--- src/rtl/fetch_unit.sv ---
// Fetch stage: owns the PC, reads a combinational instruction memory and buffers
// {pc, instr, misaligned} in a small FIFO toward decode, with redirect/flush support.
module fetch_unit #(
  parameter int              XLEN     = 64,
  parameter int              DEPTH    = 2,
  parameter logic [XLEN-1:0] RESET_PC = '0,
  parameter logic [31:0]     NOP      = 32'h0000_0013
) (
  input  logic            clk,
  input  logic            rst,
  output logic [XLEN-1:0] imem_addr,
  input  logic [31:0]     imem_instr,
  input  logic            redirect_valid,
  input  logic [XLEN-1:0] redirect_pc,
  output logic            out_valid,
  input  logic            out_ready,
  output logic [XLEN-1:0] out_pc,
  output logic [31:0]     out_instr,
  output logic            out_misaligned
);

  localparam int AW = (DEPTH > 1) ? $clog2(DEPTH) : 1;
  localparam int CW = AW + 1;

  typedef enum logic [1:0] {RUN, FAULT, HALT} state_t;

  state_t          state;
  logic [XLEN-1:0] pc;
  logic [XLEN-1:0] fault_pc;

  logic [AW-1:0]   head;
  logic [AW-1:0]   tail;
  logic [CW-1:0]   count;

  logic [XLEN-1:0] mem_pc    [DEPTH];
  logic [31:0]     mem_instr [DEPTH];
  logic            mem_mis   [DEPTH];

  logic            pop;
  logic            run_push;
  logic            fault_push;
  logic            push;
  logic [XLEN-1:0] push_pc;
  logic [31:0]     push_instr;

  assign imem_addr = pc;
  assign out_valid = (count != '0);
  assign pop       = out_valid & out_ready;

  // A full FIFO can still accept a new word when the head leaves in the same cycle.
  assign run_push   = (state == RUN) & ~redirect_valid & ((count < CW'(DEPTH)) | pop);
  assign fault_push = (state == FAULT) & ~redirect_valid;
  assign push       = run_push | fault_push;
  assign push_pc    = fault_push ? fault_pc : pc;
  assign push_instr = fault_push ? NOP : imem_instr;

  assign out_pc         = out_valid ? mem_pc[head]    : '0;
  assign out_instr      = out_valid ? mem_instr[head] : '0;
  assign out_misaligned = out_valid ? mem_mis[head]   : 1'b0;

  always_ff @(posedge clk or posedge rst) begin
    if (rst) begin
      state    <= RUN;
      pc       <= RESET_PC;
      fault_pc <= '0;
    end else if (redirect_valid) begin
      if (redirect_pc[1:0] == 2'b00) begin
        pc    <= redirect_pc;
        state <= RUN;
      end else begin
        // Fetch address stays word aligned; the faulting target is kept for the fault entry.
        pc       <= {redirect_pc[XLEN-1:2], 2'b00};
        fault_pc <= redirect_pc;
        state    <= FAULT;
      end
    end else begin
      case (state)
        RUN: begin
          if (run_push) pc <= pc + XLEN'(4);
        end
        FAULT:   state <= HALT;
        HALT:    state <= HALT;
        default: state <= RUN;
      endcase
    end
  end

  always_ff @(posedge clk or posedge rst) begin
    if (rst) begin
      head  <= '0;
      tail  <= '0;
      count <= '0;
    end else if (redirect_valid) begin
      head  <= '0;
      tail  <= '0;
      count <= '0;
    end else begin
      if (push) tail <= tail + AW'(1);
      if (pop)  head <= head + AW'(1);
      case ({push, pop})
        2'b10:   count <= count + CW'(1);
        2'b01:   count <= count - CW'(1);
        default: count <= count;
      endcase
    end
  end

  // Storage needs no reset: entries are only observed through count.
  always_ff @(posedge clk) begin
    if (push) begin
      mem_pc[tail]    <= push_pc;
      mem_instr[tail] <= push_instr;
      mem_mis[tail]   <= fault_push;
    end
  end

`ifndef SYNTHESIS
  pc_aligned: assert property (@(posedge clk) disable iff (rst) pc[1:0] == 2'b00);
`endif

endmodule
--- config.mk ---
export PLATFORM = sky130hd
export DESIGN_NAME = fetch_unit
export DESIGN_NICKNAME = d
export VERILOG_FILES = /design/src/rtl/fetch_unit.sv
export SDC_FILE = /design/constraint.sdc
export NUM_CORES = 1
export LEC_CHECK = 0
export BUFFER_PORTS_ARGS = -buffer_cell sky130_fd_sc_hd__clkbuf_2
export CAP_MARGIN = 20
export CORE_MARGIN = 2
export CORE_UTILIZATION = 50
export DETAILED_ROUTE_END_ITERATION = 10
export PLACE_DENSITY = 0.85
export REMOVE_ABC_BUFFERS = 1
export SLEW_MARGIN = 20
export SYNTH_ARGS = -nofsm -noshare
export SYNTH_HDL_FRONTEND = slang
export SYNTH_SLANG_ARGS = --single-unit
--- constraint.sdc ---
create_clock -name clk -period 11.85 [get_ports clk]
set_clock_uncertainty 0.15 [all_clocks]
set_input_delay 0.5925 -clock clk [delete_from_list [all_inputs] [get_ports clk]]
set_output_delay 0.5925 -clock clk [all_outputs]
set_load 0.1 [all_outputs]
==> results_dict.tcl <==
set metrics [dict create \
    run_status "complete, but fails checks" \
    violations "negative hold slack" \
    gp_routability_congestion 0.817 \
    die_y_um 175 \
    design.core.area_mm2 0.0288 \
    start_util_pct 50.8 \
    maxCapViolCount 0 \
    drive_above_1_share_pct 33.1 \
    antenna_found_initial 2 \
    fin_crit_sh_pct 33.5 \
    tritoncts.num_buffers 35 \
    vias 10100 \
    yosys_warnings 0 \
    die_area_mm2 0.0306 \
    power.density_mw_per_mm2 214 \
    tritoncts_num_sinks 328 \
    pre_cts_setup_slack_ps 8140 \
    h-tree-depth 2 \
    synth_top_cells_by_area "edfxtp_1, dfrtp_1, mux2_2" \
    power_leakage_nw 6.85 \
    totalPowerFinal_mw 3.73 \
    post_synth_inst_count 1133 \
    rsz0062_at_grt "no" \
    synth_most_common_cell "edfxtp_1" \
    synth_sequential_area_ratio_pct 62.7 \
    timing.critical_path.to_type "primary output" \
    worst_slew_pin_slew_ps 1080 \
    switchingPower_mw 1.46 \
    remaining_drc_errors 0 \
    clock_tree.root_cell "clkbuf_16" \
    clk-insertion-delay-late_ps 500 \
    timing.critical_path.from_type "flop" \
    wire_per_inst_um 19.6 \
    fmax_mhz 252 \
    post_cts_resized 0 \
    portBuffers 261 \
    power.sequential.fraction_pct 39.2 \
    timing.final.ws_setup_ps 7890 \
    clk_transition_reported_paths_ps 60 \
    worst_ir_drop_vdd_uv 145 \
    drt_pass1_iterations 7 \
    reg2regPathDepth 7 \
    grt_pass1_vias 10000 \
    share_comb_of_total_power_pct 31.3 \
    post_synthesis_cell_type_with_the_largest_combined_area "edfxtp_1" \
    die_width_um 175 \
    finish.net_count 1478 \
    final_hold_viol_count 3 \
    avgViaCountPerCell 5.64 \
    ys_types 44 \
    required_ps 11110 \
    dp.final_hpwl_um 22400 \
    synth.cell_area_mm2 0.0146 \
    pin_count 262 \
    synth-edff-count 194 \
    share_of_the_synthesized_area_in_the_top_cell_type_pct 39.8 \
    cp_max_fo 57 \
    synthesis.area_per_instance_um2 12.9 \
    type_of_the_setup_path_with_the_least_slack "flop to primary output" \
    cts_tree "built" \
    share_of_total_power_in_the_clock_network_pct 29.5 \
    final_period_minus_worst_setup_slack_ps 3960 \
    final-setup-viol-count 0 \
    timing.max_slew.rel_slack_pct 28.1 \
    finalSetupTns_ps 0 \
    final-instance-count-excl-fill 1784 \
    cell_internal_pwr_mw 2.27 \
    tot_gr_track_use_pct 22.8 \
    syn_to_final_growth_pct 19.3 \
    cts_hold_repair.buffers 0 \
    postSynthRegisterBits 328 \
    slew_violations 0 \
    number_of_drc_violations_after_detailed_routing_iteration_0 729 \
    grt-ovfl-total 0 \
    place_inst 1722 \
    grt_pass1_wl_um 54800 \
    ys_top_cells_by_count "edfxtp_1, nor2_1, dfrtp_1, mux2_2, mux2i_1" \
    clock_path_buffers 3 \
    fin_hold_ws_ps -15.7 \
    largest_net_degree_at_the_start_of_global_routing 77 \
    cts_setup_buffers 0 \
    rows 62 \
    hold_removal_path_class "input pin to async pin" \
    share_of_flip_flops_with_an_asynchronous_set_or_reset_after_synthesis_pct 40.9 \
    dominant_synthesized_flop_cell "edfxtp_1" \
    layout.cell_area.non_filler_mm2 0.0175 \
    switching_share_pct 39.2 \
    postRouteAntennaNets 0 \
    critical_path_arrival_ps 3220 \
    placement.cell_area_mm2 0.0163 \
    antenna_cells_inserted 0 \
    postRouteWirelength_um 34900 \
]
==> path summary, 6_finish.rpt <==
check,endpoint,from,slack (ps)
hold reg to reg,fault_pc[0]$_DFFE_PP0P_,fault_pc[0]$_DFFE_PP0P_,330
max in group asynchronous,head$_DFFE_PP0P_,rst,10340
setup / recovery,out_pc[33],head$_DFFE_PP0P_,7890
setup reg to reg,mem_pc[1][8]$_DFFE_PP_,state[0]$_DFFE_PP0N_,8150
hold / removal,fault_pc[53]$_DFFE_PP0P_,rst,-20
min in group clk,imem_addr[34]$_DFFE_PP0P_,redirect_pc[34],160
==> stage by stage <==
stage | utilization, % | hold WS, ps
final | 60.6 | -15.7
after global routing | 60.6 | 32.8
after detailed placement | 56.6 | 315
after CTS | 60.6 | 19.6
after floorplan | - | 290
after global placement | 56.6 | 305
==> metal layers <==
metal	wire [µm]	track usage (%)	up-vias
li1	-	-	4653
met1	14600	30.3	4986
met2	17100	37.6	352
met3	2310	4.63	73
met4	941	7.88	2
met5	13	0	-
==> flip-flops by register name (all words and copies together), names as in the netlist <==
register,flops
mem_pc,128
mem_mis,2
count,2
tail,1
state,2
mem_instr,64
imem_addr,64
head,1
fault_pc,64
==> area by class of cell <==
| class | count | area [µm²] |
|---|---|---|
| Clock inverter | 15 | 175 |
| Clock buffer | 47 | 983 |
| Timing Repair Buffer | 274 | 1410 |
| Multi-Input combinational cell | 724 | 5170 |
| Sequential cell | 328 | 9180 |
| Tap cell | 384 | 480 |
| Fill cell | 2236 | 11300 |
| Inverter | 12 | 50.0 |
==> cells in the final DEF, fill, tap and decap left out, types with 3 or more instances in the layout <==
master and instances:
nor3_1 3, clkbuf_16 37, and3_1 10, nand2_1 67
inv_1 10, o21ai_0 42, a31oi_1 31, inv_6 3
xnor2_1 6, dfrtp_1 133, bufinv_16 4, clkinv_1 6
nand4_1 28, and2_1 4, and4_1 7, mux2_2 122
or3_1 11, or4_1 25, clkbuf_2 260, buf_4 12
clkbuf_1 8, o211ai_1 3, edfxtp_1 194, or2_2 3
mux2i_1 100, nand3_1 20, nor2_1 140, o31ai_1 22
nor2b_1 35, ha_1 3, clkinv_2 3, xor2_1 22
==> critical path: stages (launching register included) <==
cell	delay, ps
dfrtp_4	910
buf_4	810
mux2i_1	190
nor2_1	180
clkbuf_2	480
==> logic make-up after synthesis <==
kind of cell / count (synthesis) / share of synthesized area (%)
simple gates: 368 / 12.7
flops: 328 / 62.7
mux: 222 / 16.2
compound gates: 103 / 4.27
buf+inv: 81 / 2.15
xor+xnor: 28 / 1.68
fa+ha+maj: 3 / 0.257
==> power by group through the flow <==
stage | Sequential, mW | Clock (mW) | Combinational (mW)
finish | 1.46 | 1.10 | 1.17
CTS | 1.46 | 1.12 | 1.18
global route | 1.48 | 1.17 | 1.22
detailed placement | 1.49 | 0 | 1.17
floorplan | 1.64 | 0 | 0.819
global placement | 1.48 | 0 | 1.15
Note: power is estimated with default switching activity, not from simulation.
